<file path="src/rtl/alu_pkg.sv">
// Shared opcode constants, arbiter FSM encoding and per-opcode latency helpers
// for the ALU arbiter.
package alu_pkg;

   localparam int CNT_W = 16;

   localparam logic [3:0] OP_OR   = 4'd0;
   localparam logic [3:0] OP_AND  = 4'd1;
   localparam logic [3:0] OP_NOT  = 4'd2;
   localparam logic [3:0] OP_ADD  = 4'd3;
   localparam logic [3:0] OP_SUB  = 4'd4;
   localparam logic [3:0] OP_NEG  = 4'd5;
   localparam logic [3:0] OP_MUL  = 4'd6;
   localparam logic [3:0] OP_DIV  = 4'd7;
   localparam logic [3:0] OP_SHL  = 4'd8;
   localparam logic [3:0] OP_SHR  = 4'd9;
   localparam logic [3:0] OP_SHRA = 4'd10;
   localparam logic [3:0] OP_ROL  = 4'd11;
   localparam logic [3:0] OP_ROR  = 4'd12;

   typedef enum logic [1:0] {
      ST_IDLE = 2'd0,
      ST_EXEC = 2'd1,
      ST_DONE = 2'd2
   } state_t;

   // Returns the settling-window length minus one, i.e. the EXEC counter load value.
   function automatic logic [CNT_W-1:0] op_latency(input logic [3:0] op,
                                                   input int lat_simple,
                                                   input int mul_lat,
                                                   input int div_lat);
      int l;
      case (op)
         OP_MUL:  l = mul_lat;
         OP_DIV:  l = div_lat;
         default: l = lat_simple;
      endcase
      return CNT_W'(l - 1);
   endfunction

   function automatic logic op_reserved(input logic [3:0] op);
      return (op > OP_ROR);
   endfunction

endpackage

</file>
<file path="src/rtl/rr_arb2.sv">
// Two-input round-robin picker: one-hot grant, ties go to the requester that
// was not granted last. Purely combinational.
module rr_arb2 (
   input  logic [1:0] i_req,
   input  logic       i_last,
   output logic [1:0] o_grant
);

   always_comb begin
      o_grant = i_req;
      if (i_req == 2'b11)
         o_grant = i_last ? 2'b01 : 2'b10;
   end

endmodule

</file>
<file path="src/rtl/alu_arbiter.sv">
// Round-robin front end for one shared combinational ALU: registers operands,
// waits a per-opcode settling window, then returns the result via valid/ready.
module alu_arbiter
   import alu_pkg::*;
#(
   parameter int LAT_SIMPLE = 1,
   parameter int MUL_LAT    = 4,
   parameter int DIV_LAT    = 8
) (
   input  logic        clock,
   input  logic        clear,
   input  logic [1:0]  req_valid,
   output logic [1:0]  req_ready,
   input  logic [31:0] req_a0,
   input  logic [31:0] req_b0,
   input  logic [3:0]  req_op0,
   input  logic [31:0] req_a1,
   input  logic [31:0] req_b1,
   input  logic [3:0]  req_op1,
   output logic [31:0] alu_a,
   output logic [31:0] alu_b,
   output logic [3:0]  alu_op,
   input  logic [63:0] alu_result,
   output logic [1:0]  resp_valid,
   input  logic [1:0]  resp_ready,
   output logic [63:0] resp_data,
   output logic        resp_err,
   output logic        busy
);

   state_t             r_state;
   state_t             w_next;
   logic               r_last_grant;
   logic               r_gidx;
   logic [CNT_W-1:0]   r_cnt;
   logic [31:0]        r_alu_a;
   logic [31:0]        r_alu_b;
   logic [3:0]         r_alu_op;
   logic [63:0]        r_resp_data;
   logic               r_resp_err;
   logic [1:0]         r_resp_valid;

   logic [1:0]         w_grant;
   logic               w_gidx;
   logic               w_accept;
   logic [31:0]        w_a;
   logic [31:0]        w_b;
   logic [3:0]         w_op;
   logic               w_reserved;
   logic               w_resp_hs;
   logic [1:0]         w_resp_onehot;

   rr_arb2 u_rr_arb2 (
      .i_req   (req_valid),
      .i_last  (r_last_grant),
      .o_grant (w_grant)
   );

   assign w_gidx        = w_grant[1];
   assign w_a           = w_gidx ? req_a1  : req_a0;
   assign w_b           = w_gidx ? req_b1  : req_b0;
   assign w_op          = w_gidx ? req_op1 : req_op0;
   assign w_reserved    = op_reserved(w_op);
   assign w_accept      = (r_state == ST_IDLE) && (w_grant != 2'b00);
   assign w_resp_onehot = r_gidx ? 2'b10 : 2'b01;
   // Only the granted requester's ready bit can retire the response.
   assign w_resp_hs     = resp_ready[r_gidx];

   assign req_ready  = (r_state == ST_IDLE && !clear) ? w_grant : 2'b00;
   assign alu_a      = r_alu_a;
   assign alu_b      = r_alu_b;
   assign alu_op     = r_alu_op;
   assign resp_valid = r_resp_valid;
   assign resp_data  = r_resp_data;
   assign resp_err   = r_resp_err;
   assign busy       = (r_state != ST_IDLE);

   always_comb begin
      w_next = r_state;
      case (r_state)
         ST_IDLE: if (w_accept) w_next = w_reserved ? ST_DONE : ST_EXEC;
         ST_EXEC: if (r_cnt == '0) w_next = ST_DONE;
         ST_DONE: if (w_resp_hs) w_next = ST_IDLE;
         default: w_next = ST_IDLE;
      endcase
   end

   always_ff @(posedge clock or posedge clear) begin
      if (clear) begin
         r_state      <= ST_IDLE;
         r_last_grant <= 1'b1;
         r_gidx       <= 1'b0;
         r_cnt        <= '0;
         r_alu_a      <= '0;
         r_alu_b      <= '0;
         r_alu_op     <= '0;
         r_resp_data  <= '0;
         r_resp_err   <= 1'b0;
         r_resp_valid <= 2'b00;
      end else begin
         r_state <= w_next;
         case (r_state)
            ST_IDLE: begin
               if (w_accept) begin
                  r_last_grant <= w_gidx;
                  r_gidx       <= w_gidx;
                  if (w_reserved) begin
                     // Reserved opcodes never touch the ALU; respond with an error at once.
                     r_resp_data  <= '0;
                     r_resp_err   <= 1'b1;
                     r_resp_valid <= w_grant;
                  end else begin
                     r_alu_a  <= w_a;
                     r_alu_b  <= w_b;
                     r_alu_op <= w_op;
                     r_cnt    <= op_latency(w_op, LAT_SIMPLE, MUL_LAT, DIV_LAT);
                  end
               end
            end
            ST_EXEC: begin
               if (r_cnt == '0) begin
                  r_resp_data  <= alu_result;
                  r_resp_err   <= 1'b0;
                  r_resp_valid <= w_resp_onehot;
               end else begin
                  r_cnt <= r_cnt - 1'b1;
               end
            end
            ST_DONE: begin
               if (w_resp_hs)
                  r_resp_valid <= 2'b00;
            end
            default: ;
         endcase
      end
   end

endmodule

</file>
<file path="config.mk">
export PLATFORM = sky130hd
export DESIGN_NAME = alu_arbiter
export DESIGN_NICKNAME = d
export VERILOG_FILES = /design/src/rtl/alu_pkg.sv /design/src/rtl/rr_arb2.sv /design/src/rtl/alu_arbiter.sv
export SDC_FILE = /design/constraint.sdc
export NUM_CORES = 1
export LEC_CHECK = 0
export BUFFER_PORTS_ARGS = -buffer_cell sky130_fd_sc_hd__buf_2
export CAP_MARGIN = 20
export CELL_PAD_IN_SITES_DETAIL_PLACEMENT = 2
export CELL_PAD_IN_SITES_GLOBAL_PLACEMENT = 2
export CORE_MARGIN = 2
export CORE_UTILIZATION = 27
export CTS_CLUSTER_SIZE = 28
export DETAILED_ROUTE_END_ITERATION = 12
export GPL_TIMING_DRIVEN = 0
export PLACE_DENSITY = 0.83
export SLEW_MARGIN = 20
export SYNTH_ARGS = -nofsm -noshare
export SYNTH_HDL_FRONTEND = slang
export SYNTH_HIERARCHICAL = 1
export SYNTH_SLANG_ARGS = --single-unit
</file>
<file path="constraint.sdc">
create_clock -name clock -period 5.3 [get_ports clock]
set_input_delay 0.53 -clock clock [delete_from_list [all_inputs] [get_ports clock]]
set_output_delay 0.53 -clock clock [all_outputs]
set_load 0.1 [all_outputs]
</file>
; Yosys cells after proc, flatten, opt, wreduce, memory -nomap -nowiden
; Index checks and enable logic that the tools add are counted.
[totals]
reg_bits = 155
in_bits = 206
out_inout_bits = 138
wordCells = 75
[classes]
n_addsub = 2
order_cmp = 2
n_eq_ne = 11
muxes = 34
bitwise = 1
reduce_logical = 15
[ops]
columns = cell, n
row1 = $mux 64, 3
row2 = $pmux 64 s2, 1
row3 = $mux 16, 6
row4 = $mux 32, 2
row5 = $pmux 16 s2, 1
row6 = $mux 2, 11
row7 = $logic_not 16->1, 1
row8 = $sub 16x1->16 const B, 1
row9 = $sub 16x2->16 const B, 1
row10 = $ne 2x2->1 const B, 6
row11 = $pmux 2 s3, 2
row12 = $eq 4x3->1 const B, 2
row13 = $pmux 4 s2, 1
row14 = $reduce_and 4->1, 2
row15 = $reduce_and 3->1, 2
row16 = $reduce_bool 2->1, 3
row17 = $mux 1, 5
row18 = $reduce_and 5->1, 1
row19 = $eq 2x2->1 const B, 2
row20 = $gt 4x4->1 const B, 1
row21 = $mux 4, 1
row22 = $reduce_bool 3->1, 1
row23 = $eq 2x1->1 const B, 1
row24 = $logic_and 1x1->1, 2
row25 = 6 further kinds, 6

; Longest topological paths before layout
; Gate-level depths: netlist (run 1).
[depth]
depth_word = 12
ltp_mapped = 10
mapped_depth_nobuf = 6

; Cells and area by module
; Netlist (run 1), hierarchy kept.
[by_module_without_submodules]
columns = mod, instances, cells_each, area_each_um2, seq_area_each_um2
row1 = alu_arbiter, 1, 613, 6981.7, 3880.0
row2 = rr_arb2, 1, 3, 18.8, 0.0

; Worst setup path after synthesis (run 1)
; OpenSTA, ideal clock, no wires.
[synth_timing]
path_kind = input to output
start = input port req_valid[1]
end = output port req_ready[1]
arrival_time_ps = 2334
required_ps = 4770
setup_slack_ps = 2436
cell_stages = 3
n_path_buf = 0
cell_sequence = a21boi_0 -> nand2_1 -> nor2_1
[synth_via]
elab_chain_cells = 3
[synth_lines]
columns = item, line_no
row1 = from (decl), alu_arbiter.sv:12  ; input logic [1:0] req_valid,
row2 = $eq 2x2->1, rr_arb2.sv:11  ; if (i_req == 2'b11)
row3 = $mux 2 (*), rr_arb2.sv:11
row4 = $mux 2 (*), alu_arbiter.sv:69  ; assign req_ready = (r_state == ST_IDLE && !clear) ? w_grant : 2'b00;
row5 = to (decl), alu_arbiter.sv:13  ; output logic [1:0] req_ready,
; Every way passes the cells marked *; elsewhere a longest branch is shown, timed or not.

; Worst setup path after layout (run 1)
[layout_timing]
start = register r_last_grant
end = register r_alu_b[2] (netlist: alu_b[2])
[layout_via]
elab_chain_cells = 6
word_cells_on_any_way = 9
cone_classes = order compare (1) / mux (4) / bitwise (1) / reduce/logical (3)
[layout_lines]
columns = item, line_no
row1 = from (decl), alu_arbiter.sv:33  ; logic r_last_grant;
row2 = from (signal assigned), alu_arbiter.sv:105  ; r_last_grant <= w_gidx;
row3 = $mux 2 (*), rr_arb2.sv:12  ; o_grant = i_last ? 2'b01 : 2'b10;
row4 = $mux 2 (*), rr_arb2.sv:11
row5 = named net w_grant[1], alu_arbiter.sv:43  ; logic [1:0] w_grant;
row6 = $mux 4, alu_arbiter.sv:62  ; assign w_op = w_gidx ? req_op1 : req_op0;
row7 = $gt 4x4->1, alu_pkg.sv:42  ; return (op > OP_ROR);
row8 = $not 1->1 (no line), --
row9 = $reduce_and 3->1 (no line), --
row10 = to (signal assigned), alu_arbiter.sv:114  ; r_alu_b <= w_b;
row11 = to (decl), alu_arbiter.sv:37  ; logic [31:0] r_alu_b;
; The timed path passes the listed nets; every way through them passes the cells marked *.
; A chain may end at the register's enable or synchronous reset.

==> results.sh, run 1 <==
export IMPL_rows=58
export IMPL_wire_per_inst_um=20.48
export IMPL_cts_resized=0
export IMPL_drt_iter0_drc=258
export IMPL_startpoint_type="flip-flop"
export IMPL_async_reset_ff_frac=1.000
export IMPL_post_route_period_util=0.5994
export IMPL_finalClockSkew_ps=15.32
export IMPL_cts_max_path_buffers=2
export IMPL_via_per_inst=4.893
export IMPL_final_util=0.3853
export IMPL_synth_top_area_cell="dfrtp_1"
export IMPL_syn_num_nets=827
export IMPL_regArea_um2=3880
export IMPL_fin_cells=1326
export IMPL_dieArea_um2=27230
export IMPL_yosys_register_bits=155
export IMPL_yosysUniqueCellTypes=48
export IMPL_synth_top_cell_area_share=0.5505
export IMPL_grt_max_degree=94
export IMPL_dp_hpwl_mm=21.12
export IMPL_numClockSinks=155
export IMPL_outcome="finished, final reports clean"
export IMPL_maxSlewViolCount=0
export IMPL_final_hold_viol_count=0
export IMPL_first_pass_iters=4
export IMPL_die_x_um=165.0
export IMPL_final_antenna_net_count=0
export IMPL_hold_buffers=0
export IMPL_syn2layout_area_growth_pct=39.39
export IMPL_seq_area_frac_synth=0.5542
export IMPL_cp_arrival_ps=3500
export IMPL_finalWirelength_mm=27.15
export IMPL_synthCells=616
export IMPL_initial_utilization=0.2764
export IMPL_rsz0062_at_grt="false"
export IMPL_post_place_ws_ps=1952
export IMPL_grt_pass1_wl_mm=40.83
export IMPL_die_h_um=165.0
export IMPL_required_ps=5620
export IMPL_synth_area_um2=7000
export IMPL_multi_input_area_um2=2825
export IMPL_grt_overflow=0
export IMPL_cts_tree="built"
export IMPL_post_cts_buffers=0
export IMPL_clk_pin_slew_ps=70
export IMPL_crit_fanout=10
export IMPL_timing_final_ws_setup_ps=2123
export IMPL_antenna_found_initial=4
export IMPL_clock_fmax_ghz=0.3148
export IMPL_reg2reg_depth=9
export IMPL_h_tree_depth=4
export IMPL_io_buffers=343
export IMPL_final_nets=1190
export IMPL_place_area_um2=9165
export IMPL_synthTopCellsByCount="154 x dfrtp_1, 85 x mux2i_1, 80 x o21ai_0, 76 x nand2_1, 64 x a22o_1"
export IMPL_vias=6488
export IMPL_core_um2=25330
export IMPL_cts_root_buffer="clkbuf_16"
export IMPL_numCtsBuffers=17
export IMPL_final_setup_viol_count=0
export IMPL_min_path_type="primary input to asynchronous set/reset pin"
export IMPL_globalplace_congestion=0.7938
export IMPL_period_needed_ps=3177
export IMPL_reg2reg_slack_ps=2120
export IMPL_worst_slew_pin_slew_ps=800.4
export IMPL_grt_usage=0.1979
export IMPL_first_global_vias=7192
export IMPL_fill_cells=2787
export IMPL_ioPinCount=344
export IMPL_slew_headroom=0.4526
export IMPL_final_area_um2=9758
export IMPL_clk_latency_ps=430
export IMPL_max_cap_viol_count=0
export IMPL_critPathKind="flip-flop to flip-flop"
export IMPL_synth_edf_count=0
export IMPL_drc=0
export IMPL_avgSynthCellArea_um2=11.36
export IMPL_synth_area_leaders="dfrtp_1 55%, mux2i_1 12%, a22o_1 8.0%"
export IMPL_critPathCaptureType="flip-flop"
export IMPL_synth_flop_cell="dfrtp_1"
export IMPL_synth_most_common_cell="dfrtp_1"
export IMPL_drive_gt1_frac=0.4083
export IMPL_place_inst=1290
export IMPL_yosys_warnings=6
## path summary, 6_finish.rpt
path | startpoint | end
worst max-delay path | r_last_grant | alu_b[2]
worst min-delay path | clear | r_cnt[14]
worst max register to register | r_last_grant | alu_b[2]
worst min register to register | alu_b[13] | alu_b[13]
max in group asynchronous | clear | resp_data[50]
min in group clock | alu_result[43] | resp_data[43]
## sequential cells by signal, summed over array words and instances (netlist names)
name / flops
alu_a: 32
alu_op: 4
r_state: 2
r_cnt: 16
r_gidx: 1
r_last_grant: 1
resp_data: 64
resp_err: 1
resp_valid: 2
alu_b: 32
## layer usage
layer  global-route usage  vias to the layer above  wire, µm
met1               0.2201                     3255     10410
met4              0.06957                        0       517
met2               0.3602                      224     14370
met5                    0                        -         0
met3              0.05525                       33      1854
li1                     -                     2976         -
## per-stage QoR
step,hold slack (ps),setup TNS (ps)
after floorplan,444.5,0
after global placement,453.3,-240130
after detailed placement,465.3,0
after CTS,160.4,0
after global routing,193.7,0
final,161.0,0
## worst max-delay path: stages (launching register included)
cell and delay, ps:
dfstp_2 550, a21boi_0 190, nand2_1 260, o32a_1 230, clkbuf_1 440, buf_2 310
clkbuf_1 440, clkbuf_1 430, nand2_1 110, o21ai_0 110
## cell families after synthesis
group           Yosys count  share of synthesized area
compound gates          193                     0.1927
flops                   155                     0.5542
simple gates            114                    0.07400
mux                      89                     0.1280
buf+inv                  60                    0.04218
fa+ha+maj                 5                   0.008937
## placed cells by master, fill, tap and decap left out, types with 2 or more instances in the layout
cell type	netlist	final
or3_1	2	2
nor2_1	10	10
nor3_1	3	3
nand2_1	76	76
inv_1	13	12
a2111oi_0	7	7
buf_4	7	7
mux2_2	4	4
o21ai_0	80	80
a21oi_1	8	8
o21bai_1	13	13
nand3b_1	3	3
nand2b_1	3	3
o211a_1	2	2
inv_8	0	5
dfrtp_1	154	154
a21o_1	2	2
clkbuf_1	24	24
inv_6	0	7
clkinv_8	0	2
mux2i_1	85	85
diode_2	0	4
buf_2	5	348
clkbuf_16	0	17
a22o_1	64	64
nand3_1	5	5
ha_1	5	5
buf_6	5	5
buf_1	6	6
a211oi_1	7	7
## layout make-up
cell class / instances / share of cell area
clock inverters: 14 / 0.01475
multi-input cells: 401 / 0.2895
inverters: 13 / 0.005770
diodes: 4 / 0.001026
well taps: 330 / 0.04231
clock buffers: 18 / 0.04501
flip-flops and latches: 155 / 0.3976
plain buffers: 47 / 0.02526
repair buffers: 344 / 0.1787
Power of run 1 is not shown: default switching activity piles up to over one toggle a cycle in this logic, so the estimate is an artifact.
==> run 2, diff against run 1 <==
==> constraint.sdc (replaced) <==
create_clock -name clock -period 3.24 [get_ports clock]
set_input_delay 0.324 -clock clock [delete_from_list [all_inputs] [get_ports clock]]
set_output_delay 0.324 -clock clock [all_outputs]
set_load 0.1 [all_outputs]
==> results.sh, run 2 (synthesis results as in run 1) <==
export IMPL_die_h_um=165.0
export IMPL_r2r_start="r_state[0]"
export IMPL_crit_fanout=10
export IMPL_place_inst=1294
export IMPL_final_antenna_net_count=0
export IMPL_regArea_um2=3880
export IMPL_first_global_vias=7125
export IMPL_path_cells="inv_1 > ha_1 > nand2_1 > o32a_1 > clkbuf_2 > buf_2 > clkbuf_1 > clkbuf_1 > nand2_1 > o21ai_0"
export IMPL_maxSlewViolCount=0
export IMPL_final_common_cell="buf_2"
export IMPL_syn2layout_area_growth_pct=40.50
export IMPL_hold_path_end="resp_data[19]"
export IMPL_min_path_type="primary input to flip-flop"
export IMPL_worstHoldStart="alu_result[19]"
export IMPL_cp_arrival_ps=3270
export IMPL_reg2reg_slack_ps=310
export IMPL_dp_hpwl_mm=21.34
export IMPL_numClockSinks=155
export IMPL_wire_per_inst_um=20.42
export IMPL_timing_rr_end="alu_b[2]"
export IMPL_numCtsBuffers=17
export IMPL_grt_pass1_wl_mm=40.58
export IMPL_finalWirelength_mm=27.18
export IMPL_antenna_found_initial=7
export IMPL_cts_root_buffer="clkbuf_16"
export IMPL_max_cap_viol_count=0
export IMPL_finalClockSkew_ps=18.61
export IMPL_first_pass_iters=4
export IMPL_rsz0062_at_grt="false"
export IMPL_final_util=0.3884
export IMPL_cts_tree="built"
export IMPL_startpoint_type="flip-flop"
export IMPL_core_um2=25330
export IMPL_cpMaxStageDelayCell="clkbuf_1"
export IMPL_outcome="finished, final reports clean"
export IMPL_vias=6486
export IMPL_final_cell_mix="348 x buf_2, 154 x dfrtp_1, 85 x mux2i_1"
export IMPL_clk_latency_ps=430
export IMPL_grt_overflow=0
export IMPL_reg2reg_depth=10
export IMPL_dieArea_um2=27230
export IMPL_grt_usage=0.1958
export IMPL_ioPinCount=344
export IMPL_final_nets=1195
export IMPL_globalplace_congestion=0.7878
export IMPL_fin_cells=1331
export IMPL_clock_fmax_ghz=0.3410
export IMPL_final_setup_viol_count=0
export IMPL_multi_input_area_um2=2825
export IMPL_worst_slew_pin_slew_ps=831.2
export IMPL_initial_utilization=0.2764
export IMPL_io_buffers=343
export IMPL_cts_max_path_buffers=2
export IMPL_h_tree_depth=4
export IMPL_max_stage_delay_ps=460
export IMPL_period_needed_ps=2933
export IMPL_slew_headroom=0.4458
export IMPL_drc=0
export IMPL_drive_gt1_frac=0.4112
export IMPL_final_hold_viol_count=0
export IMPL_clk_pin_slew_ps=80
export IMPL_required_ps=3570
export IMPL_post_route_period_util=0.9052
export IMPL_critPathCaptureType="flip-flop"
export IMPL_post_cts_buffers=0
export IMPL_critPathKind="flip-flop to flip-flop"
export IMPL_grt_max_degree=35
export IMPL_fill_cells=2795
export IMPL_die_x_um=165.0
export IMPL_hold_depth=2
export IMPL_drt_iter0_drc=275
export IMPL_rows=58
export IMPL_finalSetupTns_ps=0
export IMPL_via_per_inst=4.873
export IMPL_largest_reg_flops=64
-- run 2: layer usage --
| metal | vias to the layer above | global-route usage | part of all wire |
|---|---|---|---|
| li1 | 2974 | - | - |
| met1 | 3260 | 0.2218 | 0.39 |
| met2 | 213 | 0.3606 | 0.53 |
| met3 | 35 | 0.04997 | 0.062 |
| met4 | 4 | 0.05731 | 0.020 |
| met5 | - | 0 | 0.00099 |
-- run 2: how the worst max path moves through the flow --
| stage | from | to | slack, ps | cells past startpoint |
|---|---|---|---|---|
| 2_1_floorplan | r_state[0] | r_cnt[10] | 650 | 7 |
| 3_3_place_gp | clear | alu_a[25] | -210 | 2 |
| 3_5_place_dp | r_state[0] | alu_b[2] | 80 | 10 |
| 4_1_cts | r_last_grant | alu_b[2] | 60 | 9 |
| 5_1_grt | r_last_grant | alu_b[2] | 60 | 9 |
| 6_report | r_state[0] | alu_b[2] | 310 | 10 |
-- run 2: per-stage QoR --
stage                     setup slack [ps]  cell area, µm²  hold slack, ps
after floorplan                      649.4            7004           444.5
after global placement              -213.4            9134           452.3
after detailed placement             76.57            9234           404.4
after CTS                            59.06            9824           91.23
after global routing                 58.89            9833           90.43
final                                307.1            9836           106.2
-- run 2: critical path: cells and delay by family (launching register included) --
family                   cells  cell delay [ps]
AO/OA/AOI/OAI                2              280
AND/OR/NAND/NOR              2              330
buffers and inverters        5             1530
adder cells (fa/ha/maj)      1              300
flip-flops                   1              390
-- run 2: area by class of cell --
| cell class | instances | share of cell area |
|---|---|---|
| clock buffers | 18 | 0.04465 |
| repair buffers | 349 | 0.1857 |
| flip-flops and latches | 155 | 0.3945 |
| plain buffers | 47 | 0.02519 |
| multi-input cells | 401 | 0.2872 |
| inverters | 13 | 0.005343 |
| diodes | 4 | 0.001018 |
| well taps | 330 | 0.04198 |
| clock inverters | 14 | 0.01437 |
-- run 2: timing repair --
action,CTS,global route
hold buffers,1,0
hold endpoints to repair,16,0
gates resized for setup,0,2
endpoints found under the setup margin,0,10
Power of run 2 is left out for the same reason.
